`src/rtl/pipe_add_sub.sv`:
```
// pipe_add_sub: pipelined two's-complement adder/subtractor, carry chain split into STAGES chunks.
// Latency: STAGES cycles from accept to OUT valid; one beat per cycle throughput.
// Backpressure: global stall, in_ready = !out_valid || out_ready; every stage register freezes on stall.
//
// Parameters
//   WIDTH   operand/result width, must be a multiple of STAGES
//   STAGES  number of registered carry-chain chunks (1..WIDTH)
//
// Ports
//   clk, rst_n            clock (rising edge), asynchronous active-low reset
//   in_valid / in_ready   operand beat handshake
//   a, b, sub, ci         operands, 0=add 1=subtract, carry-in / borrow-in
//   sat                   saturate request (only with PIPE_ADD_SAT_EN)
//   out_valid / out_ready result beat handshake
//   s, c, v               result, raw MSB carry-out, signed overflow
//
// Optional feature macro: PIPE_ADD_SAT_EN
//   defined   -> sat port exists and clamps s to the signed limit on overflow
//   undefined -> no sat port, s wraps modulo 2^WIDTH

module pipe_add_sub #(
    parameter int WIDTH  = 32,
    parameter int STAGES = 4
) (
    input  logic             clk,
    input  logic             rst_n,
    input  logic             in_valid,
    output logic             in_ready,
    input  logic [WIDTH-1:0] a,
    input  logic [WIDTH-1:0] b,
    input  logic             sub,
    input  logic             ci,
`ifdef PIPE_ADD_SAT_EN
    input  logic             sat,
`endif
    output logic             out_valid,
    input  logic             out_ready,
    output logic [WIDTH-1:0] s,
    output logic             c,
    output logic             v
);

    localparam int CW   = WIDTH / STAGES;
    localparam int LAST = STAGES - 1;

    // Global pipeline advance: the whole pipe moves only when the output
    // register is empty or being drained this cycle.
    logic adv;

    // Inputs seen by each stage's combinational adder. Index 0 is fed from
    // the ports; index k>0 is the register bank written by stage k-1.
    logic [WIDTH-1:0] stg_a   [STAGES];
    logic [WIDTH-1:0] stg_bx  [STAGES];
    logic [WIDTH-1:0] stg_sum [STAGES];
    logic             stg_cin [STAGES];
    logic             stg_vld [STAGES];
`ifdef PIPE_ADD_SAT_EN
    logic             stg_sat [STAGES];
`endif

    assign adv      = !out_valid || out_ready;
    assign in_ready = adv;

    // Subtraction is A + ~B + ~CI, so a borrow-in of 1 becomes a carry-in of 0.
    assign stg_a[0]   = a;
    assign stg_bx[0]  = sub ? ~b : b;
    assign stg_sum[0] = '0;
    assign stg_cin[0] = sub ? ~ci : ci;
    assign stg_vld[0] = in_valid;
`ifdef PIPE_ADD_SAT_EN
    assign stg_sat[0] = sat;
`endif

    genvar k;
    generate
        for (k = 0; k < STAGES; k++) begin : g_stage
            logic [CW-1:0]    chunk;
            logic             co;
            logic [WIDTH-1:0] sum_next;

            // One chunk of the carry chain, fed by the carry registered
            // by the previous stage.
            assign {co, chunk} = {1'b0, stg_a[k][k*CW +: CW]}
                               + {1'b0, stg_bx[k][k*CW +: CW]}
                               + {{CW{1'b0}}, stg_cin[k]};

            // Lower chunks arrive already summed (deskew); splice this
            // stage's chunk in so the full word travels together.
            always_comb begin
                sum_next             = stg_sum[k];
                sum_next[k*CW +: CW] = chunk;
            end

            if (k < LAST) begin : g_mid
                logic [WIDTH-1:0] a_r;
                logic [WIDTH-1:0] bx_r;
                logic [WIDTH-1:0] sum_r;
                logic             cy_r;
                logic             vld_r;
`ifdef PIPE_ADD_SAT_EN
                logic             sat_r;
`endif

                always_ff @(posedge clk or negedge rst_n) begin
                    if (!rst_n) begin
                        a_r   <= '0;
                        bx_r  <= '0;
                        sum_r <= '0;
                        cy_r  <= 1'b0;
                        vld_r <= 1'b0;
`ifdef PIPE_ADD_SAT_EN
                        sat_r <= 1'b0;
`endif
                    end else if (adv) begin
                        a_r   <= stg_a[k];
                        bx_r  <= stg_bx[k];
                        sum_r <= sum_next;
                        cy_r  <= co;
                        vld_r <= stg_vld[k];
`ifdef PIPE_ADD_SAT_EN
                        sat_r <= stg_sat[k];
`endif
                    end
                end

                assign stg_a[k+1]   = a_r;
                assign stg_bx[k+1]  = bx_r;
                assign stg_sum[k+1] = sum_r;
                assign stg_cin[k+1] = cy_r;
                assign stg_vld[k+1] = vld_r;
`ifdef PIPE_ADD_SAT_EN
                assign stg_sat[k+1] = sat_r;
`endif
            end else begin : g_last
                logic [WIDTH-1:0] s_next;
                logic             v_next;

                // Overflow: operands agree in sign but the result does not.
                // Uses the effective operand Bx, so it covers subtract too.
                assign v_next = (stg_a[k][WIDTH-1] == stg_bx[k][WIDTH-1])
                             && (sum_next[WIDTH-1] != stg_a[k][WIDTH-1]);

`ifdef PIPE_ADD_SAT_EN
                // On overflow the true result lies beyond the limit on the
                // side of A's sign; c and v keep the unsaturated values.
                always_comb begin
                    s_next = sum_next;
                    if (v_next && stg_sat[k]) begin
                        s_next = stg_a[k][WIDTH-1] ? {1'b1, {(WIDTH-1){1'b0}}}
                                                   : {1'b0, {(WIDTH-1){1'b1}}};
                    end
                end
`else
                assign s_next = sum_next;
`endif

                always_ff @(posedge clk or negedge rst_n) begin
                    if (!rst_n) begin
                        out_valid <= 1'b0;
                        s         <= '0;
                        c         <= 1'b0;
                        v         <= 1'b0;
                    end else if (adv) begin
                        out_valid <= stg_vld[k];
                        s         <= s_next;
                        c         <= co;
                        v         <= v_next;
                    end
                end
            end
        end
    endgenerate

endmodule

```
`config.mk`:
```
export PLATFORM = sky130hd
export DESIGN_NAME = pipe_add_sub
export DESIGN_NICKNAME = d
export VERILOG_FILES = /design/src/rtl/pipe_add_sub.sv
export SDC_FILE = /design/constraint.sdc
export NUM_CORES = 1
export LEC_CHECK = 0
export CORE_MARGIN = 2
export CORE_UTILIZATION = 36
export DETAILED_ROUTE_END_ITERATION = 10
export PLACE_DENSITY = 0.59
export SLEW_MARGIN = 30
export SYNTH_ARGS = -nofsm -noshare
export SYNTH_HDL_FRONTEND = slang
export SYNTH_SLANG_ARGS = --single-unit
```
`constraint.sdc`:
```
create_clock -name clk -period 2.9 [get_ports clk]
set_input_delay 0.725 -clock clk [delete_from_list [all_inputs] [get_ports clk]]
set_output_delay 0.725 -clock clk [all_outputs]
set_load 0.02 [all_outputs]
```
# == Yosys cells after proc, flatten, opt, wreduce, memory -nomap -nowiden ==
# Index checks and enable logic that the tools add are counted.
# word_totals
ramBits,0
mem_count,0
output_inout_bits,36
word_cells,36
latch_bits,0
ff_bits,281
input_bits,70
rom_bits,0
# op_classes
muxes,2
div_mod_pow,0
bitwise,2
n_eq_ne,2
multipliers,0
n_addsub,8
reduce_logical,3
n_lt_le_gt_ge,0
n_shift,0
# op_table
op,n
$add 8x8->9,4
$add 9x1->9,4
$mux 32,1
$not 32->32,1
$eq 1x1->1,1
$logic_and 1x1->1,1
$logic_not 1->1,1
$logic_or 1x1->1,1
$mux 1,1
$ne 1x1->1,1
$not 1->1,1

# == Depth between registers and ports, before layout ==
# Gate-level depths: netlist of run 1.
# logic_depth
depth_word,4
mapped_depth,11
mapped_depth_nobuf,9

# == Least setup slack after synthesis of run 1 ==
# OpenSTA, ideal clock, no wires.
# synth_path
path_kind,input -> register
from,input sub
to,register g_stage[0].g_mid.cy_r
t_arrival_ps,2727
required_time_ps,2776
path_stages,11
slack_ps,49
path_buffers,2
setup_ps,124
path_cell_list,buf_2 -> buf_2 -> xor2_1 -> fa_1 -> inv_1 -> fa_1 -> nor2b_4 -> o31a_1 -> o21ai_2 -> a21oi_1 -> a211o_1
# synth_between
elab_chain_cells,3
word_cells_on_any_way,4
cone_classes,add/sub (2); mux (2)
# synth_lines
element,line,text
start: declaration,31,"input logic sub,"
$mux 32,66,assign stg_bx[0] = sub ? ~b : b;
$add 8x8->9,84,"+ {1'b0, stg_bx[k][k*CW +: CW]}"
$add 9x1->9 (*),85,"+ {{CW{1'b0}}, stg_cin[k]};"
end signal: assignment,118,cy_r <= co;
end: declaration,98,logic cy_r;
# Every way passes the cells marked *; elsewhere a longest branch is shown, timed or not.
# A chain may end at the register's enable or synchronous reset.

# == Final worst setup path of run 1 ==
# layout_path
from,input out_ready
to,output in_ready
# layout_between
elab_chain_cells,1
# layout_lines
element,line,text
start: declaration,37,"input logic out_ready,"
$logic_or 1x1->1,61,assign adv = !out_valid || out_ready;
end: declaration,28,"output logic in_ready,"
# No other way between the ends.

==> impl_metrics.json, run 1 <==
{
  "core_area_um2": 23300,
  "worst_pin_slew_ns": 0.665,
  "numCtsBuffers": 17,
  "final_area_um2": 10400,
  "io_buffers": 105,
  "routed_via_density": 4.43,
  "num_rows": 56,
  "drive_gt1_share_pct": 6.05,
  "syn_nets": 1024,
  "async_reset_ff_share_pct": 100,
  "skew_ns": 0.00732,
  "hold_buffers": 0,
  "relSlewSlack_pct": 55.7,
  "remaining_drc_errors": 0,
  "yosysWarnings": 0,
  "outcome": "completed",
  "post_cts_buffers": 0,
  "die_h_um": 157,
  "ys_ff_latch": 185,
  "arrival_ns": 2.03,
  "grt_usage_pct": 14.3,
  "critPathMaxFanout": 2,
  "grt_max_degree": 151,
  "fmax_mhz": 363,
  "detail_route.wl_per_cell_um": 12.5,
  "dpl-instance-area_um2": 9800,
  "dp_hpwl_mm": 11.2,
  "fin_crit_ns": 2.75,
  "synth-seq-area-share_pct": 54.8,
  "cts.sinks": 185,
  "fin_cells": 1344,
  "busiest_layer": "met2",
  "hold_viol": 0,
  "path_clk_slew_ns": 0.07,
  "grt_pass1_vias": 5774,
  "antenna_cells": 0,
  "clk_latency_ns": 0.43,
  "peakVddDrop_uv": 451,
  "setup_viol": 0,
  "synth_commonest_cells": "432 x nand2_1, 185 x dfrtp_1, 36 x o21ai_0, 29 x buf_2, 28 x ha_1",
  "synth.largest_area_cell": "dfrtp_1",
  "n_fill_cell": 2347,
  "antenna_found_initial": 0,
  "initial_utilization_pct": 36.3,
  "fin_nets": 1118,
  "syn_area_um2": 8440,
  "vias": 5951,
  "die_area_um2": 24700,
  "root_buffer": "clkbuf_16",
  "holdWs_ns": 0.283,
  "crit_path_end_kind": "output pin",
  "use_met3_pct": 2.84,
  "synth.area.top_cells": "dfrtp_1 55%, nand2_1 19%, ha_1 4.1%, xnor2_1 2.7%, xor2_1 2.3%",
  "worst_slack_ns": 0.147,
  "gp_congestion": 0.786,
  "dp.cells": 1312,
  "drt_iter0_markers": 209,
  "min_period_over_period_pct": 94.9,
  "critPathBufInv": 3,
  "postRouteWirelength_mm": 16.7,
  "use_met1_pct": 18.2,
  "cts_resized": 0,
  "finalMaxSlewViolations": 0,
  "crit_top_cell": "clkdlybuf4s50_1",
  "seq_area_um2": 4630,
  "dp_worst_setup_slack_ns": -0.0658,
  "drt_pass1_iterations": 4,
  "path_delay_family": "buffers and inverters",
  "ant_nets": 0,
  "cpPeakStageDelay_ns": 0.57,
  "multiInputGateArea_um2": 3530,
  "io_pins": 106,
  "chipWidth_um": 157,
  "max_cap_viol_count": 0,
  "leakage_nw": 4.97,
  "area_growth_pct": 23.2,
  "synth_top_area_share_pct": 54.8,
  "synth_cells": 918,
  "crit_chain": "clkdlybuf4s50_1 > nor2b_4 > inv_4 > clkdlybuf4s50_1",
  "syn_avg_cell_area_um2": 9.20,
  "cts_tree": "built",
  "clockBufferDepth": 2,
  "utilization_pct": 44.7,
  "critPathLaunchType": "primary input",
  "timing.setup.tns_ns": 0,
  "grt_pass1_wl_mm": 28.0,
  "critPathKind": "in2out",
  "rsz0062_at_grt": "no",
  "grt_util_met2_pct": 24.2,
  "overflow": 0,
  "synth_edf_count": 0,
  "cp_slowest_cell": "clkdlybuf4s50_1",
  "synthFlopType": "dfrtp_1",
  "yosysUniqueCellTypes": 36,
  "hp-class": "in2async",
  "h-tree-depth": 4,
  "crit_required_ns": 2.17,
  "fin_total_pwr_mw": 11.0,
  "powerDensity_nw_per_um2": 1060,
  "yosysMostFrequentCell": "nand2_1"
}
==> flip-flops by register name, indices dropped and copies added (netlist names) <==
| register | flops |
|---|---|
| g_stage.g_mid.bx_r | 48 |
| g_stage.g_mid.vld_r | 3 |
| s | 32 |
| out_valid | 1 |
| g_stage.g_mid.cy_r | 3 |
| g_stage.g_mid.a_r | 48 |
| v | 1 |
| g_stage.g_mid.sum_r | 48 |
| c | 1 |
==> layout by cell type, fill, tap and decap left out, types with 3 or more instances in the layout <==
cell type        netlist  routed
a31oi_1                3       3
nor2b_4                2       3
clkbuf_16              0      17
o21ai_0               36      36
buf_4                 12      12
nand2_1              432     432
nor2_1                16      16
a21oi_1               18      18
ha_1                  28      28
o21bai_1               4       4
buf_12                 0       3
a211oi_1               6       6
clkinv_4               0       4
dfrtp_1              185     185
xor2_1                22      22
nand2b_1               3       3
a21o_1                 6       6
fa_1                   8       8
clkbuf_8               0       5
o211ai_1               4       4
nor3_1                12      12
inv_1                 10      10
xnor2_1               26      26
o21ai_1               24      24
a211oi_2               4       4
clkdlybuf4s50_1        0     103
==> routing by layer <==
metal,share of wire [%],up-vias
met5,0,-
met4,1.9,0
met3,2.8,21
met2,48,74
li1,-,3124
met1,47,2732
==> area by class of cell <==
type	count	area share (%)
Sequential cell	185	44.5
Inverter	11	0.421
Clock buffer	23	4.69
Multi-Input combinational cell	677	33.9
Tap cell	319	3.84
Clock inverter	9	1.11
Timing Repair Buffer	120	11.5
==> final timing paths <==
| path | start | endpoint | slack (ns) | depth (start not counted) |
|---|---|---|---|---|
| min reg2reg | g_stage[0].g_mid.a_r[24] | g_stage[0].g_mid.a_r[24] | 0.47 | 2 |
| min | rst_n | s[19] | 0.28 | 1 |
| max | out_ready | in_ready | 0.15 | 4 |
| max reg2reg | g_stage[1].g_mid.a_r[16] | g_stage[2].g_mid.sum_r[22] | 0.50 | 7 |
| max in group asynchronous | rst_n | s[25] | 1.87 | 2 |
| min in group clk | g_stage[0].g_mid.a_r[24] | g_stage[0].g_mid.a_r[24] | 0.47 | 2 |
==> where the power goes <==
group	total, mW	switching (mW)	internal, mW	leakage [nW]
logic	4.36	2.45	1.91	2.45
clock network	2.34	0.974	1.37	0.290
registers	4.34	0.611	3.73	2.24
total	11.0	4.04	7.00	4.97
==> cells by family (layout without fill, tap and decap cells) <==
group	after synthesis	after routing	synth area share [%]
flops	185	185	54.8
fa+ha+maj	36	36	6.05
simple gates	474	474	22.0
xor+xnor	48	48	4.98
compound gates	119	119	8.73
buf+inv	56	163	3.45
No activity file was read; power rests on OpenSTA's default activity.
==> inputs of run 2 (changes only) <==
Settings changed: SKIP_CTS_REPAIR_TIMING set to 1.
==> results of run 2 <==
Same layout as run 1: the final DEF is identical, and so are final timing and power.
